### config.mk
export PLATFORM = sky130hd
export DESIGN_NAME = flex_counter_16
export DESIGN_NICKNAME = d
export VERILOG_FILES = /design/src/rtl/flex_counter_16.sv
export SDC_FILE = /design/constraint.sdc
export NUM_CORES = 1
export LEC_CHECK = 0
export CAP_MARGIN = 20
export CORE_MARGIN = 3
export CORE_UTILIZATION = 56
export CTS_BUF_LIST = sky130_fd_sc_hd__clkbuf_4 sky130_fd_sc_hd__clkbuf_8
export CTS_CLUSTER_DIAMETER = 120
export CTS_CLUSTER_SIZE = 30
export DETAILED_ROUTE_END_ITERATION = 7
export HOLD_SLACK_MARGIN = 0.12
export PLACE_DENSITY = 0.86
export SYNTH_ARGS = -nofsm -noshare
export SYNTH_HDL_FRONTEND = slang
export SYNTH_SLANG_ARGS = --single-unit
### constraint.sdc
create_clock -name clk -period 2.6 [get_ports clk]
set_input_delay 0.65 -clock clk [delete_from_list [all_inputs] [get_ports clk]]
set_output_delay 0.65 -clock clk [all_outputs]
set_load 0.005 [all_outputs]
### src/rtl/flex_counter_16.sv
// Enable-gated up-counter with a programmable terminal count.
// The terminal-count flag is registered from next-state so it moves with count.
module flex_counter_16 #(
    parameter int unsigned     WIDTH        = 16,
    parameter longint unsigned ROLLOVER_VAL = (64'd1 << WIDTH) - 64'd1
) (
    input  logic             clk,
    input  logic             nrst,
    input  logic             enable,
    output logic [WIDTH-1:0] count,
    output logic             rollover_flag
);

    if (WIDTH < 2 || WIDTH > 32) begin : g_bad_width
        $error("flex_counter_16: WIDTH must be 2..32");
    end

    if (ROLLOVER_VAL < 64'd1 ||
        ROLLOVER_VAL > ((64'd1 << WIDTH) - 64'd1)) begin : g_bad_roll
        $error("flex_counter_16: ROLLOVER_VAL out of range");
    end

    localparam logic [WIDTH-1:0] TERM = ROLLOVER_VAL[WIDTH-1:0];
    localparam logic [WIDTH-1:0] ONE  = {{(WIDTH-1){1'b0}}, 1'b1};

    logic [WIDTH-1:0] next_count;

    always_comb begin
        next_count = count;
        if (enable) begin
            if (count == TERM) begin
                next_count = '0;
            end else begin
                next_count = count + ONE;
            end
        end
    end

    always_ff @(posedge clk or negedge nrst) begin
        if (!nrst) begin
            count         <= '0;
            rollover_flag <= 1'b0;
        end else begin
            count         <= next_count;
            rollover_flag <= (next_count == TERM);
        end
    end

endmodule

==> results.py <==
metrics = {
    "outcome": {
        "run_status": "finished clean",
    },
    "synthesis": {
        "synth-edff-count": 0,
        "synth_fp_nets": 101,
        "async_reset_ff_share_pct": 100,
        "synth_flop_cell": "dfrtp_1",
        "seq_area_frac_synth_pct": 44.6,
        "syn_area_sq_um": 955,
        "ys_ff_latch": 17,
        "yosysUniqueCellTypes": 30,
        "netlist_instances": 97,
        "yosysWarnings": 0,
        "avgSynthCellArea_sq_um": 9.84,
    },
    "cells_and_area": {
        "drive_gt1_share_pct": 11.0,
        "fin_util_pct": 75.4,
        "fin_nets": 123,
        "fillers": 104,
        "diodes": 0,
        "areaGrowthSynthToFinish_pct": 23.2,
    },
    "sta": {
        "fmax_mhz": 453,
        "setup_ws_ns": 0.394,
        "hold_viol_final": 0,
        "finalSetupTns_ns": 0,
        "slew_headroom_pct": 52.5,
        "finalCritPeriodShare_pct": 84.8,
        "final.setup_skew_ns": 0.00326,
        "period_minus_slack_ns": 2.21,
        "rsz0062_at_grt": "no",
        "setup_viol": 0,
        "drv_slew": 0,
        "tightest_slew_ns": 0.711,
    },
    "drt": {
        "drc": 0,
        "viasPerCell": 6.06,
        "firstDrtPassIters": 4,
        "initialDrtViolationCount": 15,
        "vias": 812,
        "ant_nets": 0,
        "wl_per_cell_um": 16.3,
        "routed_wl_um": 2190,
    },
    "critical_path": {
        "path_delay_family": "simple AND/OR/NAND/NOR gates",
        "cp_num_buf_inv": 1,
        "rrSetupSlack_ns": 0.63,
        "path_max_fanout": 10,
        "cpPeakStageDelay_ns": 0.65,
        "cp-end-kind": "flip-flop",
        "rr_startpoint": "count[0]",
        "cp.required_ns": 2.84,
        "r2r_cells": 6,
        "cp_slowest_cell": "clkdlybuf4s50_1",
        "path_cells": "clkdlybuf4s50_1 -> nand3_1 -> nor3b_1 -> o21ai_1 -> a2111oi_2 -> and4_1",
        "cp.depth": 6,
        "worstSetupStartpointType": "input pin",
        "critPathLaunch": "enable",
        "timing.rr.end": "rollover_flag",
        "cp_data_arrival_time_ns": 2.44,
        "critical_path_class": "input pin to flip-flop",
        "cp-endpoint": "rollover_flag",
    },
    "cts": {
        "cts_resized": 0,
        "cts_made_buffers": 3,
        "insertion_delay_ns": 0.30,
        "htree_levels": 1,
        "cts_root_buf": "clkbuf_4",
        "clock_path_buffers": 2,
        "clock-sinks": 17,
        "clkTransAtPathRegs_ns": 0.10,
        "cts_hold_buf": 0,
        "cts_setup_buffers": 0,
        "cts_tree": "yes",
    },
    "floorplanning": {
        "die_w_um": 47.3,
        "ios": 20,
        "die_h_um": 47.3,
        "die_area_sq_um": 2240,
        "core_area_sq_um": 1560,
        "start_util_pct": 61.2,
        "rows": 14,
    },
    "global_route": {
        "grt_max_degree": 18,
        "grt_antenna_before_repair": 0,
        "grt_pass1_wl_um": 3610,
        "overflow": 0,
        "grt.met1_usage_pct": 31.5,
        "grt_pass1_vias": 787,
        "track_usage_pct": 23.5,
        "grtUsageMet2_pct": 36.6,
        "grt-busiest-layer": "met2",
        "grt_use_met3_pct": 3.83,
    },
    "min_path": {
        "hold_depth": 1,
        "hold_class": "flip-flop to flip-flop",
    },
    "placement": {
        "gp_congestion": 0.793,
        "dp_worst_setup_slack_ns": 0.106,
        "dpl.hpwl_um": 1560,
        "port_buffers": 19,
    },
    "job": {
        "cap_violations": 0,
    },
    "power": {
        "cellPowerDensity_nw_per_um2": 599,
        "vdd_drop_max_mv": 0.646,
        "leakage_nw": 0.489,
    },
}
routing by layer:
metal  routed length [um]  vias to the layer above  part of all wire (%)
met5                    0                        -                     0
li1                     -                      388                     -
met4                   40                        0                   1.8
met3                   87                        5                   4.0
met1                  988                      390                    45
met2                 1070                       29                    49
synthesized netlist by cell type, types with 3 or more instances:
cell / number / area (sq um)
xor2_1: 5 / 43.8
nand4_1: 6 / 37.5
nand2_1: 6 / 22.5
inv_1: 3 / 11.3
and4_1: 3 / 26.3
xnor2_1: 7 / 61.3
o21ai_0: 3 / 15.0
nor2_1: 9 / 33.8
nand3_1: 13 / 65.1
dfrtp_1: 17 / 425
a21oi_1: 4 / 20.0
how the worst min path moves through the flow:
stage | startpoint | endpoint | slack [ns]
after floorplan | nrst | count[0] | 0.35
after global placement | count[14] | count[14] | 0.51
after global routing | count[14] | count[14] | 0.58
after CTS | count[14] | count[14] | 0.56
after detailed placement | count[14] | count[14] | 0.54
final | count[14] | count[14] | 0.56
kinds of logic (layout without fill, tap and decap cells):
kind of cell,Yosys count,in the layout,synth area share (%)
AOI/OAI and AO/OA,11,11,7.47
xor gates and xnor gates,12,12,11.0
adders and majority gates,1,1,1.31
buffers and inverters,7,28,4.45
DFF,17,17,44.6
and+or+nand+nor,49,49,31.2
cell usage in the layout (no fill, tap or decap):
| cell type | instances |
|---|---|
| nor4b_2 | 1 |
| o21ai_0 | 3 |
| nand2_1 | 6 |
| xor2_1 | 5 |
| and3_1 | 1 |
| dfrtp_1 | 17 |
| clkdlybuf4s50_1 | 19 |
| ha_1 | 1 |
| or4_1 | 1 |
| a2111oi_2 | 1 |
| nor3_4 | 1 |
| nand4_1 | 6 |
| nor3b_1 | 1 |
| nand3_1 | 13 |
| o21ai_1 | 1 |
| a21o_2 | 1 |
| clkinv_2 | 1 |
| and4_2 | 1 |
| and4_1 | 3 |
| clkbuf_4 | 3 |
| nand4_2 | 2 |
| or3_1 | 1 |
| inv_1 | 3 |
| nor2_1 | 9 |
| buf_4 | 2 |
| a211oi_1 | 1 |
| nand2b_1 | 1 |
| nor3_1 | 1 |
| nand3b_1 | 1 |
| xnor2_1 | 7 |
| a21oi_1 | 4 |
power breakdown:
| group | internal (mW) | switching, mW |
|---|---|---|
| combinational | 0.107 | 0.0777 |
| sequential | 0.302 | 0.0764 |
| clock | 0.0574 | 0.0846 |
cell type report:
type,count,area (sq um),area share [%]
inverter,3,11.3,0.957
clock buffer,3,22.5,1.91
sequential,17,425,36.2
multi-input combinational,73,487,41.4
timing repair buffer,21,205,17.4
tap,16,20.0,1.70
clock inverter,1,5.00,0.426
flip-flops by register name (all words and copies together), names as in the netlist:
register       cells
count             16
rollover_flag      1
metrics by stage:
| step | instances | power (mW) | hold slack, ns | instance area, sq um |
|---|---|---|---|---|
| after floorplan | 97 | 0.463 | 0.354 | 955 |
| after global placement | 130 | 0.558 | 0.514 | 1150 |
| after detailed placement | 130 | 0.563 | 0.542 | 1150 |
| after CTS | 134 | 0.707 | 0.561 | 1180 |
| after global routing | 134 | 0.750 | 0.582 | 1180 |
| final | 134 | 0.705 | 0.563 | 1180 |
Note: power is estimated with default switching activity, not from simulation.
